## config.mk

```make
export PLATFORM = sky130hd
export DESIGN_NAME = fetch_stage_bp
export DESIGN_NICKNAME = d
export VERILOG_FILES = /design/src/rtl/fetch_stage_bp.sv
export SDC_FILE = /design/constraint.sdc
export NUM_CORES = 1
export LEC_CHECK = 0
export ABC_AREA = 1
export CORE_MARGIN = 3
export CORE_UTILIZATION = 30
export CTS_BUF_LIST = sky130_fd_sc_hd__clkbuf_8 sky130_fd_sc_hd__clkbuf_16
export DETAILED_ROUTE_END_ITERATION = 16
export GPL_TIMING_DRIVEN = 0
export HOLD_SLACK_MARGIN = 0.15
export PLACE_DENSITY = 0.78
export SYNTH_ARGS = -nofsm -noshare
export SYNTH_HDL_FRONTEND = slang
export SYNTH_SLANG_ARGS = --single-unit
```

## constraint.sdc

```tcl
create_clock -name clk -period 3.4 [get_ports clk]
set_input_delay 0.68 -clock clk [delete_from_list [all_inputs] [get_ports clk]]
set_output_delay 0.68 -clock clk [all_outputs]
set_load 0.02 [all_outputs]
```

## src/rtl/fetch_stage_bp.sv

```systemverilog
// rtl/fetch_stage_bp.sv - instruction fetch stage with tagless BTB/BHT branch predictor
// Optional predictor enabled by defining BRANCH_PREDICT_EN; default build is static not-taken.
module fetch_stage_bp #(
   parameter int          BTB_ENTRIES = 8,
   parameter logic [15:0] RESET_PC    = 16'h0000,
   parameter logic [1:0]  CNT_INIT    = 2'b01
) (
   input  logic        clk,
   input  logic        rst_n,
   input  logic        stall,
   input  logic [15:0] imem_rdata,
   input  logic        upd_en,
   input  logic [3:0]  upd_PC_curr,
   input  logic        upd_taken,
   input  logic [15:0] upd_target,
   input  logic        mispredict,
   input  logic [15:0] redirect_PC,
   output logic [15:0] imem_addr,
   output logic [15:0] PC_curr,
   output logic [15:0] PC_next,
   output logic [15:0] PC_inst,
   output logic        predicted_taken,
   output logic [15:0] predicted_target
);

   logic [15:0] pc;
   logic [15:0] pc_d;
   logic        halt;

   assign imem_addr = pc;
   assign PC_curr   = pc;
   assign PC_next   = pc + 16'd2;
   assign PC_inst   = imem_rdata;
   assign halt      = (imem_rdata[15:12] == 4'hF);

`ifdef BRANCH_PREDICT_EN
   localparam int IDX = $clog2(BTB_ENTRIES);

   logic [1:0]             cnt    [BTB_ENTRIES];
   logic [15:0]            target [BTB_ENTRIES];
   logic [BTB_ENTRIES-1:0] valid;
   logic [IDX-1:0]         idx;
   logic [IDX-1:0]         uidx;

   assign idx              = pc[IDX:1];
   assign uidx             = upd_PC_curr[IDX:1];
   assign predicted_taken  = valid[idx] & cnt[idx][1];
   assign predicted_target = target[idx];

   // Lookup reads the array before this edge's update lands: no bypass on same-index collisions.
   always_ff @(posedge clk or negedge rst_n) begin
      if (!rst_n) begin
         valid <= '0;
         for (int i = 0; i < BTB_ENTRIES; i++) begin
            cnt[i]    <= CNT_INIT;
            target[i] <= 16'h0000;
         end
      end else if (upd_en) begin
         if (upd_taken) begin
            if (cnt[uidx] != 2'b11) cnt[uidx] <= cnt[uidx] + 2'd1;
            target[uidx] <= upd_target;
            valid[uidx]  <= 1'b1;
         end else if (cnt[uidx] != 2'b00) begin
            cnt[uidx] <= cnt[uidx] - 2'd1;
         end
      end
   end

   wire unused_upd_pc = ^upd_PC_curr;
`else
   assign predicted_taken  = 1'b0;
   assign predicted_target = 16'h0000;

   wire unused_cfg = ^{upd_en, upd_PC_curr, upd_taken, upd_target, CNT_INIT, BTB_ENTRIES[0]};
`endif

   always_comb begin
      pc_d = PC_next;
      if (mispredict)           pc_d = redirect_PC;
      else if (stall || halt)   pc_d = pc;
      else if (predicted_taken) pc_d = predicted_target;
   end

   always_ff @(posedge clk or negedge rst_n) begin
      if (!rst_n) pc <= RESET_PC;
      else        pc <= pc_d;
   end

endmodule

```

==> metrics.cfg <==
[status]
status = completed

[logic_synthesis]
ys_ff_latch = 16
synthCells = 226
synth_top_area_share_pct = 25.74
ys_seq_area_share_pct = 25.74
synth.cell_area_mm2 = 0.001555
ys_types = 26
avgSynthCellArea_um2 = 6.882
synthTopCellsByArea = dfrtp_1 (26%), buf_4 (25%), nand2_1 (16%)
ys_warn_count = 0
yosysTopAreaCell = dfrtp_1

[power]
powerDensity_mw_per_mm2 = 347.8
leakagePower_nw = 1.287
ir_worst_vdd_mv = 0.2588

[worst_hold_path]
holdPathStages = 2
worstHoldStart = PC_curr[0]
holdCritPathClass = flop to flop
min_to = PC_curr[0]

[die]
rows = 25
core_mm2 = 0.004880
start_util_pct = 31.87
die_x_um = 78
dieArea_mm2 = 0.006084
die_h_um = 78
ioPinCount = 139

[final_layout]
layout_common_cells = clkdlybuf4s50_1 (86), nand2_1 (65), buf_4 (51), inv_1 (24), conb_1 (17)
layout-drive-gt1-share_pct = 21.99
design_area_mm2 = 0.002615
final_common_cell = clkdlybuf4s50_1
fillers = 476
fin_nets = 392
regArea_um2 = 400.4
largest_register_ffs = 16
area_growth_pct = 68.14
diodes = 0
multi_input_area_um2 = 719.4

[timing]
max_slew.worst_pin.slew_ps = 776.0
rsz0062_at_grt = no
worst_clock_skew_ps = 2.225
slew_headroom_pct = 48.10
finalCriticalPeriod_ps = 2827
hold_violations = 0
setup_viol = 0
fmax_mhz = 353.8
min_period_over_period_pct = 83.13
slew_violations = 0
tns_ps = 0

[global_route]
grt_pass1_vias = 1581
track_usage_pct = 14.56
gr-total-overflow = 0
grt_pass1_wl_mm = 7.300
antenna_found_initial = 0
grt_max_degree = 17

[route]
avgViaCountPerCell = 4.095
drc = 0
drt_iter0_markers = 88
vias = 1634
drt-wirelength-per-cell_um = 11.16
ant_nets = 0
first_pass_iters = 4
drt_wl_total_mm = 4.454

[setup_path]
rrSetupSlack_ps = 1980
r2r_cells = 8
crit_fanout = 5
r2r-end = PC_curr[11]
timing.rr.start = PC_curr[1]
critPathLaunchType = flop
cp_data_arrival_time_ps = 2150
worstSetupEndpointType = output port
crit_type = flop to output port
critPathRequiredTime_ps = 2720

[cts]
postCtsHoldBufs = 0
clk_pin_slew_ps = 70
ctsRootBufferMaster = clkbuf_8
cts_buffers = 3
clockBufferDepth = 2
clkLatencyLatePin_ps = 260
cts_tree = built
htree_levels = 1
ctsResizeCount = 0
cts.sinks = 16
cts_setup_buffers = 0

[flow_run]
drv_cap = 0

[place]
gp_congestion = 0.8075
dp_hpwl_mm = 3.632
place_area_mm2 = 0.002560
io_buffer_count = 86

==> cell usage after synthesis <==
cell type	count
nand2_1	65
buf_4	51
inv_1	24
dfrtp_1	16
nand3_1	14
nor2_1	10
o21ai_0	5
and2_1	4
o211ai_1	4
xor2_1	4
buf_2	3
nand2_2	3
nand4_1	3
nor2_2	3
o21ai_1	3
inv_2	2
nand3_2	2
nor2_4	2
conb_1	1
ha_1	1
nand2_4	1
nand3b_1	1
o21a_1	1
o21ai_2	1
o21bai_4	1
xnor2_1	1
==> through the flow <==
stage | power, mW | hold WS (ps) | std cells | util (%) | worst slack [ps]
after floorplan | 0.5224 | 384.4 | 242 | - | 1281
after global placement | 0.7340 | 517.4 | 395 | 52.46 | 874.1
after detailed placement | 0.7401 | 534.1 | 395 | 52.46 | 850.2
after CTS | 0.9213 | 552.0 | 399 | 53.59 | 551.2
after global routing | 0.9599 | 598.5 | 399 | 53.59 | 344.7
final | 0.9094 | 535.1 | 399 | 53.59 | 573.4
==> where the power goes <==
part / total [mW] / leakage, nW / internal (mW) / switching (mW)
Sequential: 0.250 / 0.194 / 0.212 / 0.0381
Combinational: 0.483 / 1.06 / 0.245 / 0.238
Clock: 0.176 / 0.0288 / 0.103 / 0.0729
Total: 0.909 / 1.29 / 0.560 / 0.349
==> worst max-delay path, stage by stage (launching register included) <==
cell             delay [ps]
dfrtp_1                 440
ha_1                    230
nand3_2                 130
nor2_1                  180
nand3_1                 100
nand2_1                  80
and2_1                  130
clkdlybuf4s50_1         600
==> cell families (layout without fill, tap and decap cells) <==
logic type,after synthesis,in the layout,share of synthesized area [%]
and+or+nand+nor,108,108,31.78
adders and majority gates,1,1,0.8044
xor gates and xnor gates,5,5,2.816
DFF,16,16,25.74
buffers and inverters,80,170,31.86
AOI/OAI and AO/OA,15,15,6.758
other,1,17,0.2411
==> cell type report <==
type	instances	area share (%)
Timing Repair Buffer	86	32.92
Sequential cell	16	15.31
Buffer	54	15.22
Multi-Input combinational cell	146	27.51
Inverter	26	3.732
Clock buffer	4	2.105
Tap cell	67	3.206
==> worst max-delay path by stage <==
stage | startpoint | end | slack (ps) | depth (start not counted)
2_1_floorplan | PC_curr[2] | PC_next[9] | 1280 | 5
3_3_place_gp | PC_curr[1] | PC_next[15] | 870 | 7
3_5_place_dp | PC_curr[1] | PC_next[15] | 850 | 7
4_1_cts | PC_curr[1] | PC_next[15] | 550 | 7
5_1_grt | PC_curr[1] | PC_next[11] | 340 | 8
6_report | PC_curr[1] | PC_next[15] | 570 | 7
==> per-layer routing <==
layer  global-route usage (%)  vias up  routed length, um
met3                    4.524        2                418
met5                        0        -                  0
met1                    18.10      712               1916
li1                         -      842                  -
met2                    25.17       78               2101
met4                    2.098        0                 17
Power figures use the tool's default switching activity.
